## src/rtl/bf16_simd_sequencer.sv

```systemverilog
// bf16_simd_sequencer: shares one BF16 FMA pipeline across the lanes of a
// packed SIMD request. It issues one lane per cycle, tracks in-flight lanes
// with a tag shift register and assembles a single packed response.
module bf16_simd_sequencer #(
  parameter int LANES   = 2,
  parameter int FMA_LAT = 3
) (
  input  logic                  clk,
  input  logic                  rst_n,
  input  logic                  req_valid,
  output logic                  req_ready,
  input  logic [4:0]            req_funct5,
  input  logic [16*LANES-1:0]   req_rs1,
  input  logic [16*LANES-1:0]   req_rs2,
  input  logic [16*LANES-1:0]   req_rs3,
  output logic                  fma_valid,
  output logic [4:0]            fma_funct5,
  output logic [15:0]           fma_a,
  output logic [15:0]           fma_b,
  output logic [15:0]           fma_c,
  input  logic [15:0]           fma_res,
  output logic                  rsp_valid,
  input  logic                  rsp_ready,
  output logic [16*LANES-1:0]   rsp_data,
  output logic                  rsp_illegal,
  output logic                  busy
);

  localparam int LW = (LANES > 1) ? $clog2(LANES) : 1;
  localparam logic [LW-1:0] LAST = LW'(LANES - 1);

  typedef enum logic [1:0] {IDLE, ISSUE, DRAIN, RESP} state_t;

  state_t               r_state;
  logic [LW-1:0]        r_lane;
  logic                 r_illegal;
  logic [16*LANES-1:0]  r_rsp_data;
  logic [4:0]           r_funct5;
  logic [16*LANES-1:0]  r_rs1;
  logic [16*LANES-1:0]  r_rs2;
  logic [16*LANES-1:0]  r_rs3;
  logic [FMA_LAT-1:0]   r_tag_vld;
  logic [LW-1:0]        r_tag_lane [FMA_LAT];

  logic                 w_accept;
  logic                 w_legal;
  logic                 w_issue;
  logic                 w_cap;
  logic [LW-1:0]        w_cap_lane;
  logic [47:0]          w_ops;

  function automatic logic is_legal(input logic [4:0] f5);
    case (f5)
      5'b00000, 5'b00001, 5'b00010, 5'b00100, 5'b00101: is_legal = 1'b1;
      default:                                           is_legal = 1'b0;
    endcase
  endfunction

  // Returns {a, b, c}: add/sub use b=1.0, mul uses c=0, fma passes all three.
  function automatic logic [47:0] map_ops(input logic [4:0] f5, input logic [15:0] x1,
                                          input logic [15:0] x2, input logic [15:0] x3);
    case (f5)
      5'b00000, 5'b00001: map_ops = {x1, 16'h3F80, x2};
      5'b00010:           map_ops = {x1, x2, 16'h0000};
      5'b00100, 5'b00101: map_ops = {x1, x2, x3};
      default:            map_ops = 48'h0;
    endcase
  endfunction

  assign w_accept   = (r_state == IDLE) && req_valid;
  assign w_legal    = is_legal(req_funct5);
  assign w_issue    = (r_state == ISSUE);
  assign w_cap_lane = r_tag_lane[FMA_LAT-1];
  assign w_cap      = r_tag_vld[FMA_LAT-1] && ((r_state == ISSUE) || (r_state == DRAIN));
  assign w_ops      = map_ops(r_funct5, r_rs1[{r_lane, 4'b0000} +: 16],
                              r_rs2[{r_lane, 4'b0000} +: 16], r_rs3[{r_lane, 4'b0000} +: 16]);

  assign req_ready   = (r_state == IDLE);
  assign busy        = (r_state != IDLE);
  assign fma_valid   = w_issue;
  assign fma_funct5  = w_issue ? r_funct5 : 5'd0;
  assign fma_a       = w_issue ? w_ops[47:32] : 16'h0;
  assign fma_b       = w_issue ? w_ops[31:16] : 16'h0;
  assign fma_c       = w_issue ? w_ops[15:0]  : 16'h0;
  assign rsp_valid   = (r_state == RESP);
  assign rsp_data    = r_rsp_data;
  assign rsp_illegal = r_illegal;

  // Sequencer FSM plus response assembly from returning FMA results.
  always_ff @(posedge clk or negedge rst_n) begin
    if (!rst_n) begin
      r_state    <= IDLE;
      r_lane     <= '0;
      r_illegal  <= 1'b0;
      r_rsp_data <= '0;
    end else begin
      case (r_state)
        IDLE: begin
          if (req_valid) begin
            r_rsp_data <= '0;
            r_lane     <= '0;
            r_illegal  <= !w_legal;
            r_state    <= w_legal ? ISSUE : RESP;
          end
        end
        ISSUE: begin
          r_lane <= r_lane + 1'b1;
          if (r_lane == LAST) r_state <= DRAIN;
        end
        DRAIN: begin
          if (w_cap && (w_cap_lane == LAST)) r_state <= RESP;
        end
        RESP: begin
          if (rsp_ready) begin
            r_state   <= IDLE;
            r_illegal <= 1'b0;
          end
        end
        default: r_state <= IDLE;
      endcase
      if (w_cap) r_rsp_data[{w_cap_lane, 4'b0000} +: 16] <= fma_res;
    end
  end

  // Tag valid bits: one per FMA pipeline slot, cleared on reset so late results are dropped.
  always_ff @(posedge clk or negedge rst_n) begin
    if (!rst_n) begin
      r_tag_vld <= '0;
    end else begin
      r_tag_vld[0] <= w_issue;
      for (int i = 1; i < FMA_LAT; i++) r_tag_vld[i] <= r_tag_vld[i-1];
    end
  end

  // Tag lane indices and latched request payload; qualified by the valid bits / state.
  always_ff @(posedge clk) begin
    r_tag_lane[0] <= r_lane;
    for (int i = 1; i < FMA_LAT; i++) r_tag_lane[i] <= r_tag_lane[i-1];
    if (w_accept) begin
      r_funct5 <= req_funct5;
      r_rs1    <= req_rs1;
      r_rs2    <= req_rs2;
      r_rs3    <= req_rs3;
    end
  end

endmodule

```

## config.mk

```make
export PLATFORM = sky130hd
export DESIGN_NAME = bf16_simd_sequencer
export DESIGN_NICKNAME = d
export VERILOG_FILES = /design/src/rtl/bf16_simd_sequencer.sv
export SDC_FILE = /design/constraint.sdc
export NUM_CORES = 1
export LEC_CHECK = 0
export CAP_MARGIN = 20
export CORE_MARGIN = 5
export CORE_UTILIZATION = 40
export CTS_CLUSTER_SIZE = 20
export DETAILED_ROUTE_END_ITERATION = 8
export HOLD_SLACK_MARGIN = 0.15
export PLACE_DENSITY = 0.83
export RECOVER_POWER = 100
export SLEW_MARGIN = 20
export SYNTH_ARGS = -nofsm -noshare
export SYNTH_HDL_FRONTEND = slang
export SYNTH_SLANG_ARGS = --single-unit
export TNS_END_PERCENT = 5
```

## constraint.sdc

```tcl
create_clock -name clk -period 3.86 [get_ports clk]
set_input_delay 0.386 -clock clk [delete_from_list [all_inputs] [get_ports clk]]
set_output_delay 0.386 -clock clk [all_outputs]
set_load 0.02 [all_outputs]
```

# [Yosys cells after proc, flatten, opt, wreduce, memory -nomap -nowiden]
# Memory sizes are Yosys's and may differ from the RTL's.
# Index checks and enable logic that the tools add are counted.
# W data, S select, Z words.
[classes] n_mux=21 bitwise=0 n_shift=5 eq_ne=15 magnitude_cmp=0 n_addsub=2 n_div=0 n_mul=0 reduce_logical=17
[op_table] op="$pmux W48 S3" n=1
[op_table] op="$mux W32" n=3
[op_table] op="$shiftx A32 B6 Y16" n=3
[op_table] op="$mux W16" n=3
[op_table] op="$bwmux W32" n=1
[op_table] op="$shift A16 B7 Y32 const A" n=1
[op_table] op="$shiftx A16 B7 Y32" n=1
[op_table] op="$eq A5 B3 Y1 const B" n=4
[op_table] op="$eq A5 B1 Y1 const B" n=2
[op_table] op="$eq A5 B2 Y1 const B" n=2
[op_table] op="$logic_not A5 Y1" n=2
[op_table] op="$mux W2" n=5
[op_table] op="$pmux W2 S4" n=1
[op_table] op="$neg A5 Y7" n=1
[op_table] op="$reduce_bool A2 Y1" n=3
[op_table] op="$mux W5" n=1
[op_table] op="$reduce_or A5 Y1" n=1
[op_table] op="$eq A2 B2 Y1 const B" n=2
[op_table] op="$mux W1" n=4
[op_table] op="$ne A2 B1 Y1 const B" n=2
[op_table] op="$ne A2 B2 Y1 const B" n=2
[op_table] op="$pmux W1 S2" n=2
[op_table] op="$reduce_and A4 Y1" n=1
[op_table] op="$reduce_or A2 Y1" n=2
[op_table] op="other kinds (8)" n=10
[totals] mem_bits_rw=3 rom_bits=0 regBits=140 out_inout_bits=90 latch_bits=0 input_bits=121 word_cells=70 mem_count=1
[mem_list] memory="r_tag_lane" words=3 width=1 read_ports=3 rd_clocked_by_memory_dff=0 wr=3 line_no="43" source="logic [LW-1:0] r_tag_lane [FMA_LAT];"

# [Longest topological paths before layout]
# Gate-level depths: netlist of the first run.
[depth] ltp_word=6 mapped_depth=7 depth_no_buf=5

# [Least setup slack after synthesis of the first run]
# Ideal clock, no wire load.
[synth_timing] path_kind="flip-flop to flip-flop" startpoint="register r_state[0]" endpoint="register r_funct5[0] (enable)" setup_time_ps=454 arrival_ps=3378 t_required_ps=3406 stages_incl_launch_ff=7 n_path_buf=2 synth_period_minus_slack_ps=3832 slack_ps=28 path_cell_list="dfrtp_1 inv_1 ha_1 clkbuf_1 nand2_1 clkbuf_1 inv_1"
[synth_via] elab_chain_len=2
[synth_lines] item="from (decl)" line_no="34" source="state_t r_state;"
[synth_lines] item="from (signal assigned)" line_no="103" source="r_state <= w_legal ? ISSUE : RESP;"
[synth_lines] item="$logic_not A2 Y1"
[synth_lines] item="named net req_ready" line_no="11" source="output logic req_ready,"
[synth_lines] item="$logic_and A1 B1 Y1" line_no="70" source="assign w_accept = (r_state == IDLE) && req_valid;"
[synth_lines] item="named net w_accept" line_no="45" source="logic w_accept;"
[synth_lines] item="to (signal assigned)" line_no="140" source="r_funct5 <= req_funct5;"
[synth_lines] item="to (decl)" line_no="38" source="logic [4:0] r_funct5;"
# The timed path passes the listed nets, and every way through them passes these cells.
# A chain may end at the register's enable or synchronous reset.

# [Worst setup path in the final report of the first run]
[layout_timing] startpoint="register r_funct5[1]" endpoint="output fma_c[8]"
[layout_via] elab_chain_len=4 elab_cells_between_ends=9 classes_between="4 x eq/ne; 2 x mux; 3 x reduce/logical"
[layout_lines] item="$eq A5 B3 Y1 (tied with other cells)" line_no="62" source="case (f5)"
[layout_lines] item="$reduce_or A2 Y1" line_no="62"
[layout_lines] item="$pmux W48 S3 *" line_no="62"
[layout_lines] item="$mux W16 *" line_no="84" source="assign fma_c = w_issue ? w_ops[15:0] : 16'h0;"
[layout_lines] item="to (decl)" line_no="20" source="output logic [15:0] fma_c,"
# Every way passes the cells marked *; elsewhere a longest branch is shown, timed or not.

==> metrics.md, run 1 <==
| Metric | Value |
|---|---|
| Status | complete, but fails checks |
| Failing checks | max-capacitance violations, max-slew violations |
| Slew margin rel. | -0.624 |
| Max IR drop VDD | 0.000393 V |
| Core Footprint | approximately 14000 um^2 |
| Design area | between 8000 and 9000 um^2 |
| Critical path arrival | between 2 and 3 ns |
| Final WL | 14900 um |
| TritonCTS clock tree | done |
| Syn nets | between 500 and 600 |
| Gate Count Post-Synth | between 400 and 500 |
| Placed cells | a little under 800 |
| CTS clk-pin slew, worst paths | 0.05 ns |
| Overall Global Routing Usage | 0.177 |
| Clock Path Buffers | 2 |
| Pwr per Cell Area | about 390 nW/um^2 |
| Synth-to-Final Area Change | 50.1% |
| GP Congestion | between 0.8 and 0.9 |
| Clock share of power | 0.476 |
| Flop pwr share | 0.489 |
| Fillers | 1082 |
| Die Wd | 129 um |
| Synth cell types | 35 |
| Final worst-path cycle share | 0.875 |
| Lkg Pwr | about 0.0038 uW |
| Yosys warnings | 0 |
| Slew Limit Fails | 102 |
| F_max | approximately 300 MHz |
| Clock buffer count from CTS | 17 |
| Root Driver | clkbuf_16 |
| Total grt overflow | 0 |
| Drt first-iter violations | 250 |
| Crit-path max FO | 23 |
| CTS H-Tree Depth | 4 |
| MaxCap Viol Count | 1 |
| CP Cell Sequence | or4_1 -> o22a_1 -> nor2_1 -> dlygate4sd3_1 |
| Share of layout cells above drive strength 1 | 0.0635 |
| Vias | about 4200 |
| Antenna Nets Post-Route | 0 |
| Internal power component | between 2000 and 3000 uW |
| Port bufs | 210 |
| Multi-input gate area | approximately 1500 um^2 |
| R2R Setup Slk | between 0.5 and 0.6 ns |
| Crit path required time | 3.47 ns |
| CP max stage delay | between 0.9 and 1 ns |
| Die H | between 100 and 150 um |
| Post-Route Setup TNS | 0 ns |
| HP Class | flip-flop to flip-flop |
| FF+latch count, synth | 143 |
| Final std cells w/o fill | 830 |
| Setup violators final | 0 |
| Register area share after synthesis | 0.714 |
| DRT Pass-1 Iters | 5 |
| Critical path class | flip-flop to primary output |
| Via density | 5.01 |
| Comb pwr share | 0.035 |
| Worst-Margin Slew | roughly 2.4 ns |
| First-pass GRT wire length | between 20000 and 25000 um |
| IO Pins | approximately 210 |
| DR WL/cell | around 18 um |
| Number of hold violations in the final report | 0 |
| Clock latency on the worst-skew pair | around 0.4 ns |
| Slowest CP cell | or4_1 |
| Crit path capture type | primary output |
| Post-DP Area | 7980 um^2 |
| Initial antenna violation count | 6 |
| # clock sinks | 143 |
| Detailed-placement wirelength estimate | about 11000 um |
| Standard-cell rows | 43 |
| Util after Layout | 0.614 |
| Synthesized area | between 5000 and 6000 um^2 |
| Setup crit start kind | flip-flop |
| Switching share of total power | 0.187 |
| Largest net degree at the start of global routing | 102 |
| Final min period | approximately 3.4 ns |
| Die area | 16700 um^2 |
| FF+latch area | between 4000 and 5000 um^2 |
| Nets | between 700 and 800 |
| DR DRC count | 0 |
| RSZ-0062 raised after global routing | no |
| Starting Density | 0.409 |
| Syn_area_per_cell | between 10 and 15 um^2 |
| Psw | ~630 uW |
| Worst Skew | between 0.008 and 0.009 ns |
| Number of setup buffers added after CTS | 0 |
| Vias in the first global route | around 4200 |
-- per-layer routing --
layer	GRT usage	wire, um	up-vias	part of all wire
li1	-	-	1946	-
met3	0.0622	1130	13	0.076
met5	0	14	-	0.00094
met4	0.0469	137	4	0.0092
met2	0.313	7860	177	0.53
met1	0.204	5750	2022	0.39
-- timing repair --
action | in CTS | in global routing
gates resized for setup | 0 | 0
endpoints found under the hold margin | 39 | 0
hold buffers | 1 | 0
-- synthesized netlist by cell type --
cell      count  area share
edfxtp_1    101        0.53
nand2_1      74       0.049
mux2i_1      40       0.070
dfrtp_1      39        0.17
nor2_1       36       0.024
nand3_1      33       0.029
clkbuf_1     15      0.0099
a21oi_1       9      0.0079
mux2_2        9       0.018
buf_2         8      0.0070
o22a_1        8       0.012
o22ai_1       8      0.0088
and2_1        5      0.0055
ha_1          4      0.0088
inv_1         4      0.0026
dfxtp_1       3       0.011
nand3b_1      3      0.0040
nor2b_1       3      0.0033
o21ai_0       3      0.0026
nor3b_1       2      0.0026
a2111o_1      1      0.0020
a211o_1       1      0.0015
a31oi_1       1      0.0011
and2b_1       1      0.0013
and3_1        1      0.0011
and3b_1       1      0.0015
buf_1         1     0.00066
buf_6         1      0.0020
nand3_2       1      0.0018
nor4_1        1      0.0011
o21ai_1       1     0.00088
o31ai_1       1      0.0013
or4_1         1      0.0013
or4b_1        1      0.0018
xnor2_1       1      0.0015
-- metrics by stage --
step	total power (uW)	hold WS, ns	setup slack [ns]
final	3370	0.338	0.483
after global routing	3470	0.344	0.234
after CTS	3420	0.342	0.543
after detailed placement	1810	0.322	0.983
after global placement	1810	0.312	1.04
after floorplan	1680	0.0904	0.0277
-- worst max-delay path: cells and delay by family (launching register included) --
family	cells	cell delay (ns)
AOI/OAI and AO/OA	1	0.37
DFF	1	0.44
buffers and inverters	1	0.69
and+or+nand+nor	2	1.09
-- cell families (layout without fill, tap and decap cells) --
logic type / count (synthesis) / count (layout) / share of synthesized area
AND/OR/NAND/NOR: 163 / 163 / 0.127
buffers and inverters: 29 / 253 / 0.0222
multiplexers: 49 / 49 / 0.0881
adder cells (fa/ha/maj): 4 / 4 / 0.00879
AO/OA/AOI/OAI: 33 / 33 / 0.0384
XOR/XNOR: 1 / 1 / 0.00154
flip-flops: 143 / 143 / 0.714
other: 0 / 4 / 0
-- power by group through the flow --
stage / sequential, uW / combinational (uW) / clock (uW)
global route: 1640 / 126 / 1700
detailed placement: 1680 / 137 / 0
CTS: 1650 / 139 / 1630
finish: 1650 / 117 / 1600
global placement: 1680 / 134 / 0
floorplan: 1680 / 1.60 / 0
-- registers in the layout (all words and copies together) (netlist names) --
register / flops
r_rs1: 32
r_rs2: 32
r_rs3: 32
rsp_data: 32
r_funct5: 5
r_tag_lane: 3
r_tag_vld: 3
r_state: 2
r_lane: 1
rsp_illegal: 1
-- layout make-up --
type	instances	area share
multi-input combinational	250	0.175
clock buffer	19	0.0506
tap	180	0.0263
sequential	143	0.476
antenna	4	0.00117
clock inverter	12	0.0168
timing repair buffer	218	0.252
inverter	4	0.00190
-- final timing paths --
check / endpoint / start / depth (start not counted)
max: fma_c[8] / r_funct5[1] / 4
min: r_tag_lane[0][2] / r_tag_lane[0][1] / 0
max reg2reg: r_rs2[18] / r_state[0] / 5
min reg2reg: r_tag_lane[0][2] / r_tag_lane[0][1] / 0
max in group asynchronous: rsp_data[18] / rst_n / 3
min in group asynchronous: rsp_data[25] / rst_n / 2
-- layout by cell type, fill, tap and decap left out, types with 4 or more instances in the layout --
| cell | n |
|---|---|
| dlygate4sd3_1 | 191 |
| edfxtp_1 | 101 |
| nand2_1 | 74 |
| mux2i_1 | 40 |
| dfrtp_1 | 39 |
| nor2_1 | 36 |
| nand3_1 | 34 |
| clkdlybuf4s50_1 | 19 |
| clkbuf_16 | 17 |
| mux2_2 | 9 |
| a21oi_1 | 9 |
| o22ai_1 | 8 |
| o22a_1 | 8 |
| and2_1 | 5 |
| clkbuf_1 | 5 |
| diode_2 | 4 |
| ha_1 | 4 |
(Power assumes the default switching activity.)
==> run 2: changes to the inputs <==
--- a/config.mk
+++ b/config.mk
@@ -5,13 +5,15 @@
 export SDC_FILE = /design/constraint.sdc
 export NUM_CORES = 1
 export LEC_CHECK = 0
+export ABC_AREA = 1
 export CAP_MARGIN = 20
+export CORE_ASPECT_RATIO = 1.75
 export CORE_MARGIN = 5
-export CORE_UTILIZATION = 40
+export CORE_UTILIZATION = 41
 export CTS_CLUSTER_SIZE = 20
 export DETAILED_ROUTE_END_ITERATION = 8
 export HOLD_SLACK_MARGIN = 0.15
-export PLACE_DENSITY = 0.83
+export PLACE_DENSITY = 0.84
 export RECOVER_POWER = 100
 export SLEW_MARGIN = 20
 export SYNTH_ARGS = -nofsm -noshare
==> run 2 against run 1 <==
The flow still finishes with violations (max-capacitance violations, max-slew violations); power rose by 70%; non-clock buffer count shrank 1; wire length increased by 2.9%; worst hold slack got worse by 0.012 ns; clock power increased by 2%; combinational power increased to 15 times the previous value; fmax shrank 5.0%; area after synthesis increased by 3.8%; final area grew 2.5%.
==> metrics.md, run 2 <==
| Metric | Value |
|---|---|
| Clock Path Buffers | 2 (unchanged) |
| Max IR drop VDD | 0.000450 V (+15%) |
| Final WL | 15300 um (+2.9%) |
| Flop pwr share | 0.402 (-0.087) |
| Combinational family with the most area after synthesis | simple AND/OR/NAND/NOR gates |
| Standard-cell rows | 58 (+35%) |
| Count leader, synth | nand2_1 |
| Core Footprint | 14300 um^2 (+2.6%) |
| Nets | 875 (+15%) |
| Most frequent cells in the layout | dlygate4sd3_1, nand2_1, edfxtp_1, inv_1, o21ai_0 |
| Failing checks | max-capacitance violations, max-slew violations |
| Antenna Nets Post-Route | 0 (unchanged) |
| Root Driver | clkbuf_16 |
| Clock share of power | 0.287 (-0.189) |
| Post-synth top cells | nand2_1, edfxtp_1, inv_1 |
| Worst hold slack | 0.326 ns (-0.0123 ns) |
| Total grt overflow | 0 (unchanged) |
| Compound-Gate Fraction of Synth Area | 0.0550 (+0.0166) |
| Total power | 5710 uW (+70%) |
| Register area share after synthesis | 0.688 (-0.0259) |
| Number of hold violations in the final report | 0 (unchanged) |
| F_max | 281 MHz (-5.0%) |
| Number of setup buffers added after CTS | 0 (unchanged) |
| MaxCap Viol Count | 2 (+1) |
| RSZ-0062 raised after global routing | no |
| Vias in the first global route | 4611 (+8.9%) |
| Slew margin rel. | -0.385 (+0.239) |
| Die area | 17000 um^2 (+1.7%) |
| Comb pwr share | 0.311 (+0.276) |
| CTS clk-pin slew, worst paths | 0.06 ns (about the same) |
| Via density | 4.69 (-6.5%) |
| Share of layout cells above drive strength 1 | 0.0590 (-0.00449) |
| Post-synth top area share | 0.513 (-0.0193) |
| Critical path class | flip-flop to primary output |
| Worst-Margin Slew | 2.08 ns (-0.358 ns) |
| Crit-path max FO | 20 (-13%) |
| Setup crit start kind | flip-flop |
| Gate Count Post-Synth | 534 (+27%) |
| Count of flip-flops with a built-in enable after synthesis | 101 (unchanged) |
| Syn nets | 659 (+20%) |
| Die H | 169 um (+31%) |
| Overall Global Routing Usage | 0.183 (+0.00612) |
| DR DRC count | 0 (unchanged) |
| Crit path required time | 3.47 ns (about the same) |
| Syn_area_per_cell | 11.1 um^2 (-18%) |
| Async S/R FF share, synth | 0.273 (unchanged) |
| Port bufs | 210 (unchanged) |
| Die Wd | 101 um (-22%) |
| Post-Synth XOR/XNOR Area | 0 (-0.00154) |
| IO Pins | 211 (unchanged) |
| First-pass GRT wire length | 23600 um (+5.9%) |
| Synthesized area | 5910 um^2 (+3.8%) |
| Detailed-placement wirelength estimate | 11500 um (+6.0%) |
| Post-synth top flop | edfxtp_1 |
| HP Class | flip-flop to flip-flop |
| Post-Route Setup TNS | 0 ns (unchanged) |
| Placed cells | 909 (+15%) |
| Switching share of total power | 0.340 (+0.153) |
| Post-Synth Simple-Gate Area | 0.148 (+0.0212) |
| Lkg Pwr | 0.00387 uW (+2.3%) |
| R2R Setup Slk | 0.43 ns (-0.10 ns) |
| Synth area leader | edfxtp_1 |
| Final std cells w/o fill | 946 (+14%) |
| # clock sinks | 143 (unchanged) |
| Vias | 4437 (+6.6%) |
| DR WL/cell | 16.2 um (-9.7%) |
| Setup violators final | 0 (unchanged) |
| Post_cts resized | 0 (unchanged) |
| Synth cell types | 27 (-23%) |
| Drt first-iter violations | 169 (-32%) |
| Post-Synth Adder-Cell Area | 0.00847 (-0.000318) |
| Crit path capture type | primary output |
| Starting Density | 0.413 (+0.00463) |
| Synth-to-Final Area Change | 48.3% |
| Worst Skew | 0.00606 ns (-0.00292 ns) |
| Critical path arrival | 3.17 ns (+0.18 ns) |
| GP Congestion | 0.832 (-5.4%) |
| Largest net degree at the start of global routing | 53 (-48%) |
| FF+latch count, synth | 143 (unchanged) |
| TritonCTS clock tree | done |
| Post-DP Area | 8150 um^2 (+2.2%) |
| Psw | 1940 uW (+210%) |
| Internal power component | 3770 uW (+38%) |
| Slew Limit Fails | 93 (-8.8%) |
| Final min period | 3.55 ns (+0.176 ns) |
| Clock buffer count from CTS | 17 (unchanged) |
| Final worst-path cycle share | 0.920 (+0.0456) |
| CTS H-Tree Depth | 4 (unchanged) |
| Pwr per Cell Area | 651 nW/um^2 (+65%) |
| Yosys warnings | 0 (unchanged) |
| Multiplexer share of the synthesized area | 0.0271 (-0.0610) |
| Most common cell after layout, fill and taps aside | dlygate4sd3_1 |
| Initial antenna violation count | 5 (-1) |
| Design area | 8770 um^2 (+2.5%) |
| DRT Pass-1 Iters | 4 (-1) |
| Clock latency on the worst-skew pair | 0.41 ns (about the same) |
| Top cells by area, synth | edfxtp_1, dfrtp_1, nand2_1, inv_1, o21ai_0 |
| Status | complete, but fails checks |
==> run 2: changes by cell type after synthesis, moves of 5 or more <==
cell	before	now
mux2_2	9	0
o21ai_0	3	45
mux2i_1	40	16
clkbuf_1	15	6
o22a_1	8	0
nand2_1	74	116
inv_1	4	80
buf_4	0	6
nand3_1	33	44
and2_1	5	0
==> run 2: power groups by stage <==
stage / Sequential, uW / Clock (uW) / Combinational (uW)
6_report: 2290 / 1640 / 1780
5_1_grt: 2340 / 1750 / 1950
4_1_cts: 2300 / 1680 / 1910
3_5_place_dp: 2320 / 0 / 1900
3_3_place_gp: 2310 / 0 / 1880
2_1_floorplan: 2500 / 0 / 881
==> run 2: metal layers <==
layer | wire [um] | up-vias | track usage
li1 | - | 2201 | -
met1 | 5370 | 2040 | 0.192
met2 | 8340 | 148 | 0.327
met3 | 897 | 44 | 0.0454
met4 | 695 | 4 | 0.0997
met5 | 21 | - | 0
==> run 2: final cells by class <==
type / count / area [um^2]
inverter: 83 / 312
tap: 180 / 225
clock inverter: 12 / 121
sequential: 143 / 4070
antenna: 3 / 7.51
multi-input combinational: 288 / 1410
clock buffer: 20 / 479
timing repair buffer: 217 / 2150
fill: 1189 / 5530
==> run 2: path summary, 6_finish.rpt <==
path	start	end	depth (start not counted)
min in group asynchronous	rst_n	rsp_data[7]	2
min reg2reg	r_tag_lane[0][1]	r_tag_lane[0][2]	0
min	r_tag_lane[0][1]	r_tag_lane[0][2]	0
max reg2reg	r_state[0]	r_rs2[17]	5
max in group asynchronous	rst_n	r_lane	2
max	r_lane	fma_b[4]	6
==> run 2: cells by family after synthesis <==
family                     after synthesis
adders and majority gates                4
muxes                                   16
buffers and inverters                  103
AOI/OAI and AO/OA                       63
and+or+nand+nor                        205
DFF                                    143
==> run 2: timing repair <==
| item | in CTS | in global routing |
|---|---|---|
| endpoints found under the setup margin | 0 | 0 |
| endpoints found under the hold margin | 39 | 0 |
| hold buffers | 1 | 0 |
==> run 2: stage by stage <==
step | worst slack (ns) | util
6_report | 0.307 | 0.613
4_1_cts | 0.456 | 0.613
3_3_place_gp | 0.953 | 0.570
3_5_place_dp | 0.898 | 0.570
2_1_floorplan | 0.400 | -
5_1_grt | 0.175 | 0.613
==> run 2: worst max-delay path: stages (launching register included) <==
cell	delay, ns
dfrtp_2	0.57
inv_1	0.57
nand2_1	0.47
o22ai_1	0.31
inv_1	0.07
nor2_1	0.10
dlygate4sd3_1	0.68
==> run 3: changes to the inputs <==
--- a/config.mk
+++ b/config.mk
@@ -15,7 +15,6 @@
 export HOLD_SLACK_MARGIN = 0.15
 export PLACE_DENSITY = 0.84
 export RECOVER_POWER = 100
-export SLEW_MARGIN = 20
 export SYNTH_ARGS = -nofsm -noshare
 export SYNTH_HDL_FRONTEND = slang
 export SYNTH_SLANG_ARGS = --single-unit
==> run 3 against run 2 <==
The flow still finishes with violations (max-capacitance violations, max-slew violations); final area barely moved; critical path type unchanged; worst hold slack barely moved; non-clock buffer count did not move; highest routed layer unchanged; critical endpoint is now fma_c[2]; first-iteration DRC count rose by 2.4%; combinational power barely moved; power barely moved; sequential share of layout area barely moved; worst setup slack improved by 0.0063 ns; flip-flop and latch count did not move; wire length fell by 0.34%; final cell count did not move.
==> metrics.md, run 3 (synthesis gave the netlist of run 2 again) <==
| Metric | Value |
|---|---|
| Status | complete, but fails checks |
| Failing checks | max-capacitance violations, max-slew violations |
| Slowest CP cell | dlygate4sd3_1 |
| Setup crit start kind | flip-flop |
| Root Driver | clkbuf_16 |
| Post_cts resized | 0 (unchanged) |
| Overall Global Routing Usage | 0.183 (unchanged) |
| Post-DP Area | 8150 um^2 (unchanged) |
| Crit path required time | 3.47 ns (about the same) |
| Most frequent cells in the layout | dlygate4sd3_1, nand2_1, edfxtp_1, inv_1, o21ai_0 |
| Top delay family on crit path | buffers and inverters |
| F_max | 282 MHz (+0.18%) |
| Die Wd | 101 um (unchanged) |
| CTS clk-pin slew, worst paths | 0.06 ns (about the same) |
| Standard-cell rows | 58 (unchanged) |
| RSZ-0062 raised after global routing | no |
| Detailed-placement wirelength estimate | 11500 um (unchanged) |
| CP max stage delay | 0.66 ns (-0.02 ns) |
| Max IR drop VDD | 0.000447 V (-0.54%) |
| # clock sinks | 143 (unchanged) |
| Starting Density | 0.413 (unchanged) |
| Number of setup buffers added after CTS | 0 (unchanged) |
| R2R depth | 5 (unchanged) |
| Fillers | 1187 (-0.17%) |
| Critical path arrival | 3.16 ns (about the same) |
| Clock buffer count from CTS | 17 (unchanged) |
| IO Pins | 211 (unchanged) |
| Placed cells | 909 (unchanged) |
| Busiest layer in global routing | met2 |
| Vias | 4459 (+0.50%) |
| Pwr per Cell Area | 651 nW/um^2 (about the same) |
| Slew margin rel. | -0.372 (+0.0128) |
| Final worst-path cycle share | 0.919 (-0.00162) |
| DR DRC count | 0 (unchanged) |
| Worst Skew | 0.00652 ns (+0.000459 ns) |
| Antenna Nets Post-Route | 0 (unchanged) |
| Via density | 4.71 (+0.50%) |
| DR WL/cell | 16.1 um (-0.34%) |
| Clock Path Buffers | 2 (unchanged) |
| Vias in the first global route | 4611 (unchanged) |
| Post-Route Setup TNS | 0 ns (unchanged) |
| CP Buf/Inv Count | 2 (-1) |
| Crit path capture type | primary output |
| Initial antenna violation count | 5 (unchanged) |
| Core Footprint | 14300 um^2 (unchanged) |
| Met3 usage in global routing | 0.0454 (unchanged) |
| Most common cell after layout, fill and taps aside | dlygate4sd3_1 |
| Die area | 17000 um^2 (unchanged) |
| Hold path depth | 0 (unchanged) |
| Final std cells w/o fill | 946 (unchanged) |
| Grt met1 use | 0.192 (unchanged) |
| Number of hold violations in the final report | 0 (unchanged) |
| Crit-path max FO | 20 (unchanged) |
| Critical path class | flip-flop to primary output |
| Worst-Margin Slew | 2.06 ns (-0.0192 ns) |
| MaxCap Viol Count | 2 (unchanged) |
| Share of layout cells above drive strength 1 | 0.0590 (unchanged) |
| Die H | 169 um (unchanged) |
| HP Class | flip-flop to flip-flop |
| Clock latency on the worst-skew pair | 0.41 ns (about the same) |
| GR Util met2 | 0.327 (unchanged) |
| First-pass GRT wire length | 23600 um (unchanged) |
| Slew Limit Fails | 93 (unchanged) |
| CP Cell Sequence | inv_1 -> nand2_1 -> o22ai_1 -> nand2_1 -> nand2_1 -> dlygate4sd3_1 |
| GP Congestion | 0.832 (unchanged) |
| Design area | 8770 um^2 (about the same) |
| Port bufs | 210 (unchanged) |
| Final WL | 15300 um (-0.34%) |
| CP dominant cell by count | nand2_1 |
| Worst Slack Setup Final | 0.313 ns (+0.00627 ns) |
| TritonCTS clock tree | done |
| DRT Pass-1 Iters | 4 (unchanged) |
| Final min period | 3.55 ns (-0.00627 ns) |
| Total grt overflow | 0 (unchanged) |
| Lkg Pwr | 0.00387 uW (about the same) |
| Synth-to-Final Area Change | 48.4% (about the same) |
| Nets | 875 (unchanged) |
| Critical Path Stages | 6 (unchanged) |
| Drt first-iter violations | 173 (+2.4%) |
| Hold-fix buffers, CTS | 1 (unchanged) |
| Largest net degree at the start of global routing | 53 (unchanged) |
| Setup violators final | 0 (unchanged) |
| CTS H-Tree Depth | 4 (unchanged) |
| Dpl ws | 0.898 ns (unchanged) |
[run 3: cell counts in the layout (fill, tap and decap cells not counted)]
Identical to the previous run, type by type.
[run 3: metrics by stage]
step / hold slack [ns] / utilization / total power, uW
6_report: 0.326 / 0.613 / 5710
5_1_grt: 0.334 / 0.613 / 6040
4_1_cts: 0.329 / 0.613 / 5890
3_5_place_dp: 0.314 / 0.570 / 4220
3_3_place_gp: 0.311 / 0.570 / 4180
2_1_floorplan: 0.0904 / - / 3380
[run 3: cell type report]
type	instances	area, um^2	share of cell area
inverters	83	312	0.0355
multi-input cells	288	1410	0.160
clock buffers	20	479	0.0546
diodes	3	7.51	0.000856
clock inverters	12	121	0.0138
flip-flops and latches	143	4070	0.464
repair buffers	217	2150	0.245
well taps	180	225	0.0257
[run 3: power by group]
part / internal, uW / switching [uW]
clock: 980 / 659
sequential: 2120 / 168
combinational: 668 / 1110
[run 3: layer usage]
layer  share of wire  vias up
met2            0.54      152
met4           0.046        4
met1            0.35     2058
li1                -     2201
met5          0.0014        -
met3           0.061       44
[run 3: worst register-to-register path: stages (launching register included)]
cell      delay, ns
dfrtp_1        0.40
inv_1          0.10
ha_1           0.30
nand2_1        0.10
inv_1          1.38
clkbuf_2       0.76
[run 3: worst paths after layout]
path | startpoint | to | slack, ns
worst max-delay path | r_lane | fma_c[2] | 0.31
worst min-delay path | r_tag_lane[0][1] | r_tag_lane[0][2] | 0.33
worst max register to register | r_state[0] | r_rs2[18] | 0.44
worst min register to register | r_tag_lane[0][1] | r_tag_lane[0][2] | 0.33
max in group asynchronous | rst_n | r_lane | 1.41
min in group asynchronous | rst_n | rsp_data[7] | 1.11
